$ cat src/rtl/muldiv_unit_pkg.sv
// Shared core package: ALU operation codes plus the types and constants used by
// the RV32M multiply/divide unit.
package muldiv_unit_pkg;

   typedef enum logic [4:0] {
      ALU_ADD, ALU_SUB, ALU_SLL, ALU_SLT, ALU_SLTU, ALU_XOR, ALU_SRL, ALU_SRA,
      ALU_OR, ALU_AND, ALU_MUL, ALU_MULH, ALU_MULHSU, ALU_MULHU,
      ALU_DIV, ALU_DIVU, ALU_REM, ALU_REMU
   } alu_t;

   typedef enum logic [2:0] {IDLE, MUL, DIV, FIX, DONE} muldiv_state_t;

   localparam logic [31:0] DIV0_QUOTIENT = 32'hFFFF_FFFF;
   localparam logic [31:0] INT_MIN       = 32'h8000_0000;

   function automatic logic is_muldiv_op(alu_t op);
      return op inside {ALU_MUL, ALU_MULH, ALU_MULHSU, ALU_MULHU,
                        ALU_DIV, ALU_DIVU, ALU_REM, ALU_REMU};
   endfunction

endpackage

$ cat src/rtl/muldiv_unit_div_step.sv
// One restoring-division iteration: shift remainder:dividend left by one,
// trial-subtract the divisor and keep the difference when it is non-negative.
module div_step #(
   parameter int unsigned XLEN = 32
) (
   input  logic [XLEN-1:0] rem_in,
   input  logic [XLEN-1:0] dvd_in,
   input  logic [XLEN-1:0] divisor,
   output logic [XLEN-1:0] rem_out,
   output logic [XLEN-1:0] dvd_out,
   output logic            q_bit
);

   logic [XLEN:0] shifted;
   logic [XLEN:0] trial;

   // The remainder is always below the divisor, so XLEN+1 bits hold the shift;
   // the top bit of the trial difference is its sign.
   always_comb begin
      shifted = {rem_in, dvd_in[XLEN-1]};
      trial   = shifted - {1'b0, divisor};
      q_bit   = ~trial[XLEN];
      rem_out = q_bit ? trial[XLEN-1:0] : shifted[XLEN-1:0];
      dvd_out = {dvd_in[XLEN-2:0], 1'b0};
   end

endmodule

$ cat src/rtl/muldiv_unit.sv
// RV32M multiply/divide execute unit: 2-cycle multiply, 32-iteration restoring
// divide, valid/ready on both sides and a synchronous flush.
module muldiv_unit
   import muldiv_unit_pkg::*;
#(
   parameter int unsigned XLEN      = 32,
   parameter int unsigned DIV_ITERS = XLEN
) (
   input  logic            clk,
   input  logic            reset_n,
   input  logic            flush,
   input  logic            req_valid,
   output logic            req_ready,
   input  alu_t            alu_ctrl,
   input  logic [XLEN-1:0] op_a,
   input  logic [XLEN-1:0] op_b,
   output logic            rsp_valid,
   input  logic            rsp_ready,
   output logic [XLEN-1:0] result,
   output logic            busy
);

   muldiv_state_t   state_q, state_d;
   alu_t            op_q, op_d;
   logic [XLEN-1:0] a_q, a_d, b_q, b_d;
   logic [XLEN-1:0] rem_q, rem_d, dvd_q, dvd_d;
   logic [XLEN-1:0] result_q, result_d;
   logic [4:0]      cnt_q, cnt_d;
   logic            neg_q, neg_d, rem_sel_q, rem_sel_d;

   logic            is_mul, is_div, is_rem, signed_div, div0, ovf;
   logic [XLEN-1:0] abs_a, abs_b, special, fix_val;
   logic [63:0]     ma, mb, prod;
   logic [XLEN-1:0] mul_res;
   logic [XLEN-1:0] step_rem, step_dvd;
   logic            step_q;

   div_step #(.XLEN(XLEN)) u_step (
      .rem_in (rem_q),
      .dvd_in (dvd_q),
      .divisor(b_q),
      .rem_out(step_rem),
      .dvd_out(step_dvd),
      .q_bit  (step_q)
   );

   always_comb begin
      is_mul     = alu_ctrl inside {ALU_MUL, ALU_MULH, ALU_MULHSU, ALU_MULHU};
      is_div     = is_muldiv_op(alu_ctrl) && !is_mul;
      is_rem     = alu_ctrl inside {ALU_REM, ALU_REMU};
      signed_div = alu_ctrl inside {ALU_DIV, ALU_REM};
      div0       = (op_b == '0);
      ovf        = signed_div && (op_a == INT_MIN) && (op_b == '1);
      abs_a      = (signed_div && op_a[XLEN-1]) ? -op_a : op_a;
      abs_b      = (signed_div && op_b[XLEN-1]) ? -op_b : op_b;
      if (div0) special = is_rem ? op_a : DIV0_QUOTIENT;
      else      special = is_rem ? '0   : INT_MIN;

      ma      = {{32{(op_q inside {ALU_MULH, ALU_MULHSU}) && a_q[XLEN-1]}}, a_q};
      mb      = {{32{(op_q == ALU_MULH) && b_q[XLEN-1]}}, b_q};
      prod    = ma * mb;
      mul_res = (op_q == ALU_MUL) ? prod[31:0] : prod[63:32];
      fix_val = rem_sel_q ? rem_q : dvd_q;
   end

   always_comb begin
      state_d   = state_q;
      op_d      = op_q;
      a_d       = a_q;
      b_d       = b_q;
      rem_d     = rem_q;
      dvd_d     = dvd_q;
      result_d  = result_q;
      cnt_d     = cnt_q;
      neg_d     = neg_q;
      rem_sel_d = rem_sel_q;
      if (flush) begin
         state_d = IDLE;
         cnt_d   = '0;
      end else begin
         case (state_q)
            IDLE: if (req_valid) begin
               op_d      = alu_ctrl;
               a_d       = op_a;
               cnt_d     = '0;
               neg_d     = 1'b0;
               rem_sel_d = is_rem;
               if (is_mul) begin
                  b_d     = op_b;
                  state_d = MUL;
               end else if (is_div && (div0 || ovf)) begin
                  // Special results ride through FIX unmodified so they share
                  // the multiply's two-edge latency without touching DIV.
                  rem_d     = special;
                  rem_sel_d = 1'b1;
                  state_d   = FIX;
               end else if (is_div) begin
                  b_d     = abs_b;
                  dvd_d   = abs_a;
                  rem_d   = '0;
                  neg_d   = (alu_ctrl == ALU_DIV) ? (op_a[XLEN-1] ^ op_b[XLEN-1])
                                                  : ((alu_ctrl == ALU_REM) && op_a[XLEN-1]);
                  state_d = DIV;
               end else begin
                  result_d = '0;
                  state_d  = DONE;
               end
            end
            MUL: begin
               result_d = mul_res;
               state_d  = DONE;
            end
            DIV: begin
               rem_d = step_rem;
               dvd_d = step_dvd | XLEN'(step_q);
               cnt_d = cnt_q + 5'd1;
               if (cnt_q == 5'(DIV_ITERS - 1)) state_d = FIX;
            end
            FIX: begin
               result_d = neg_q ? -fix_val : fix_val;
               state_d  = DONE;
            end
            DONE: if (rsp_ready) state_d = IDLE;
            default: state_d = IDLE;
         endcase
      end
   end

   always_ff @(posedge clk or negedge reset_n) begin
      if (!reset_n) begin
         state_q   <= IDLE;
         op_q      <= ALU_ADD;
         a_q       <= '0;
         b_q       <= '0;
         rem_q     <= '0;
         dvd_q     <= '0;
         result_q  <= '0;
         cnt_q     <= '0;
         neg_q     <= 1'b0;
         rem_sel_q <= 1'b0;
      end else begin
         state_q   <= state_d;
         op_q      <= op_d;
         a_q       <= a_d;
         b_q       <= b_d;
         rem_q     <= rem_d;
         dvd_q     <= dvd_d;
         result_q  <= result_d;
         cnt_q     <= cnt_d;
         neg_q     <= neg_d;
         rem_sel_q <= rem_sel_d;
      end
   end

   assign req_ready = (state_q == IDLE);
   assign rsp_valid = (state_q == DONE);
   assign busy      = (state_q != IDLE);
   assign result    = result_q;

endmodule

$ cat config.mk
export PLATFORM = sky130hd
export DESIGN_NAME = muldiv_unit
export DESIGN_NICKNAME = d
export VERILOG_FILES = /design/src/rtl/muldiv_unit_pkg.sv /design/src/rtl/muldiv_unit_div_step.sv /design/src/rtl/muldiv_unit.sv
export SDC_FILE = /design/constraint.sdc
export NUM_CORES = 2
export LEC_CHECK = 0
export ABC_CLOCK_PERIOD_IN_PS = 12800
export BUFFER_PORTS_ARGS = -buffer_cell sky130_fd_sc_hd__buf_2
export CORE_ASPECT_RATIO = 2
export CORE_MARGIN = 2
export CORE_UTILIZATION = 25
export CTS_BUF_LIST = sky130_fd_sc_hd__clkbuf_4
export DETAILED_ROUTE_END_ITERATION = 10
export PLACE_DENSITY = 0.49
export SYNTH_ARGS = -nofsm -noshare
export SYNTH_HDL_FRONTEND = slang
export SYNTH_SLANG_ARGS = --single-unit
$ cat constraint.sdc
create_clock -name clk -period 12.8 [get_ports clk]
set_input_delay 2.56 -clock clk [delete_from_list [all_inputs] [get_ports clk]]
set_output_delay 2.56 -clock clk [all_outputs]
set_load 0.01 [all_outputs]
==> impl_metrics.py <==
metrics = {
    "synth": {
        "synth_top_area_share_pct": 44.4,
        "syn-num-nets": 7193,
        "syn_area_um2": 50800,
        "ys_ff_latch": 175,
        "yosysSeqAreaShare_pct": 8.62,
        "synth_cell_types": 88,
        "synth_edf_count": 0,
        "yosysMostFrequentCell": "inv_1",
        "netlist_top_cells_count": "1224 x inv_1, 1126 x fa_1, 925 x nand2_1",
        "yosysTopAreaCell": "fa_1",
        "synthFlopType": "dfrtp_1",
        "async_reset_ff_share_pct": 100,
        "syn_area_per_cell_um2": 8.85,
        "netlist_instances": 5743,
        "synth_warnings": 0,
        "synth.top_cells.by_area": "fa_1 44%, inv_1 9.0%, dfrtp_1 8.6%, nand2_1 6.8%, ha_1 6.2%",
    },
    "worst_setup_path": {
        "reg2reg_depth": 30,
        "r2r_start": "op_q[1]",
        "path_class": "reg -> reg",
        "required_ps": 13440,
        "crit_path_frequent_cell": "fa_1",
        "critical_path.slowest_cell": "fa_1",
        "cpPeakStageDelay_ps": 740,
        "cp_max_fo": 31,
        "reg2reg_to": "result[31]",
        "cp-end-kind": "flop",
        "cp.arrival_ps": 9940,
        "critPathLaunchType": "flop",
        "rrSetupSlack_ps": 3490,
    },
    "timing": {
        "worstMarginPinSlew_ps": 1280,
        "rsz0062_at_grt": "false",
        "hold_ws_ps": 505,
        "min_period_ps": 9310,
        "fin_crit_sh_pct": 72.7,
        "clock.fmax_ghz": 0.107,
        "relSlewSlack_pct": 14.0,
        "hold_viol": 0,
        "clock_skew_ps": 75.3,
        "final-max-slew-violation-count": 0,
        "setup_violations": 0,
        "timing.setup.tns_ps": 0,
    },
    "clock_tree": {
        "cts_buffers": 17,
        "cts_tree": "built",
        "cts_buffer_depth": 2,
        "clk_latency_ps": 740,
        "cts.sinks": 175,
        "root_buffer": "clkbuf_4",
        "htreeDepth": 4,
        "clk_pin_slew_ps": 170,
        "ctsResizeCount": 0,
        "cts_setup_buffers": 0,
        "cts_hold_buf": 0,
    },
    "global_routing": {
        "grt_pass1_wl_um": 302000,
        "antenna_found_initial": 11,
        "grt_pass1_vias": 46023,
        "track_usage_pct": 20.2,
        "grt_overflow": 0,
        "grt_max_degree": 75,
    },
    "detailed_routing": {
        "vias": 40576,
        "drt_iter0_markers": 2258,
        "drt-vias-per-instance": 4.85,
        "drtPass1Iterations": 6,
        "antenna_left": 0,
        "routedWlPerCell_um": 24.5,
        "finalWirelength_um": 205000,
        "drc": 0,
    },
    "placement": {
        "gp_congestion": 0.941,
        "io_buffers": 108,
        "dp_hpwl_um": 169000,
    },
    "cells_and_area": {
        "drive_above_1_share_pct": 6.11,
        "fillers": 22253,
        "final-seq-area_um2": 4380,
        "syn2layout_area_growth_pct": 7.28,
        "nets": 7080,
        "multi_input_area_um2": 40500,
    },
    "worst_hold_path": {
        "whs_endpoint": "result[4]",
        "hold_depth": 2,
        "worstHoldStart": "result[4]",
        "hold_class": "reg -> reg",
    },
    "die": {
        "ios": 109,
        "core_um2": 203000,
        "dieWidth_um": 323,
        "dieArea_um2": 207000,
        "rows": 234,
        "start_util_pct": 25.1,
        "die_h_um": 642,
    },
    "run": {
        "drv_cap": 0,
    },
    "outcome": {
        "status": "finished, final reports clean",
    },
}
-- state kept, by name, indices dropped and copies added (netlist names) --
register and cells:
op_q 5, dvd_q 32, result 32, rem_q 32
a_q 32, neg_q 1, state_q 3, b_q 32
cnt_q 5, rem_sel_q 1
-- critical path: cells and delay by family, from the launching register on --
family / cells / cell delay (ps)
AOI/OAI and AO/OA: 9 / 1880
and+or+nand+nor: 4 / 670
DFF: 1 / 420
buffers and inverters: 8 / 1430
adders and majority gates: 9 / 4830
-- how the worst max path moves through the flow --
stage	end	startpoint	slack [ps]	cells after the start
after global routing	result[31]	op_q[1]	2790	30
final	result[31]	op_q[1]	3490	30
after CTS	result[31]	op_q[1]	3420	30
after detailed placement	result[29]	op_q[1]	3390	30
after global placement	result[29]	op_q[1]	3440	30
after floorplan	result[29]	op_q[0]	4390	29
-- metrics by stage --
stage	setup WS [ps]	utilization (%)	instance area (um2)	std cells
after floorplan	4390	-	50800	5743
after global placement	3440	26.7	54200	8325
after detailed placement	3390	26.7	54200	8325
after CTS	3420	26.9	54500	8357
after global routing	2790	26.9	54500	8359
final	3490	26.9	54500	8365
-- area by class of cell --
cell class,instances,share of cell area [%]
multi-input cells,4006,74.4
repair buffers,205,2.34
well taps,2714,6.23
diodes,8,0.0367
clock inverters,14,0.292
clock buffers,18,0.248
flip-flops and latches,175,8.04
inverters,1225,8.44
-- metal layers --
layer | global-route usage, % | vias to the layer above | wire [um]
met5 | 0 | - | 28
met4 | 16.4 | 4 | 20600
met3 | 1.71 | 653 | 6130
met2 | 40.7 | 1344 | 116000
met1 | 17.8 | 21405 | 62300
li1 | - | 17170 | -
-- cells by family (layout without fill, tap and decap cells) --
kind of cell / after synthesis / after routing / share of synthesized area (%)
compound gates: 642 / 642 / 8.05
xor+xnor: 187 / 187 / 3.22
fa+ha+maj: 1376 / 1376 / 50.5
buf+inv: 1562 / 1462 / 11.6
flops: 175 / 175 / 8.62
mux: 110 / 110 / 2.56
other cells: 0 / 8 / 0
simple gates: 1691 / 1691 / 15.4
-- layout by cell type (no fill, tap or decap), types with 97 or more instances in the layout --
cell and n:
and2_1 322, xnor2_1 102, dfrtp_1 171, o21ai_0 166
buf_4 97, fa_1 1126, buf_2 107, ha_1 250
nand2_1 925, a21oi_1 148, inv_1 1224, nor2_1 184
Power is not shown: default switching activity piles up to over one toggle a cycle in this logic, so the estimate is an artifact.
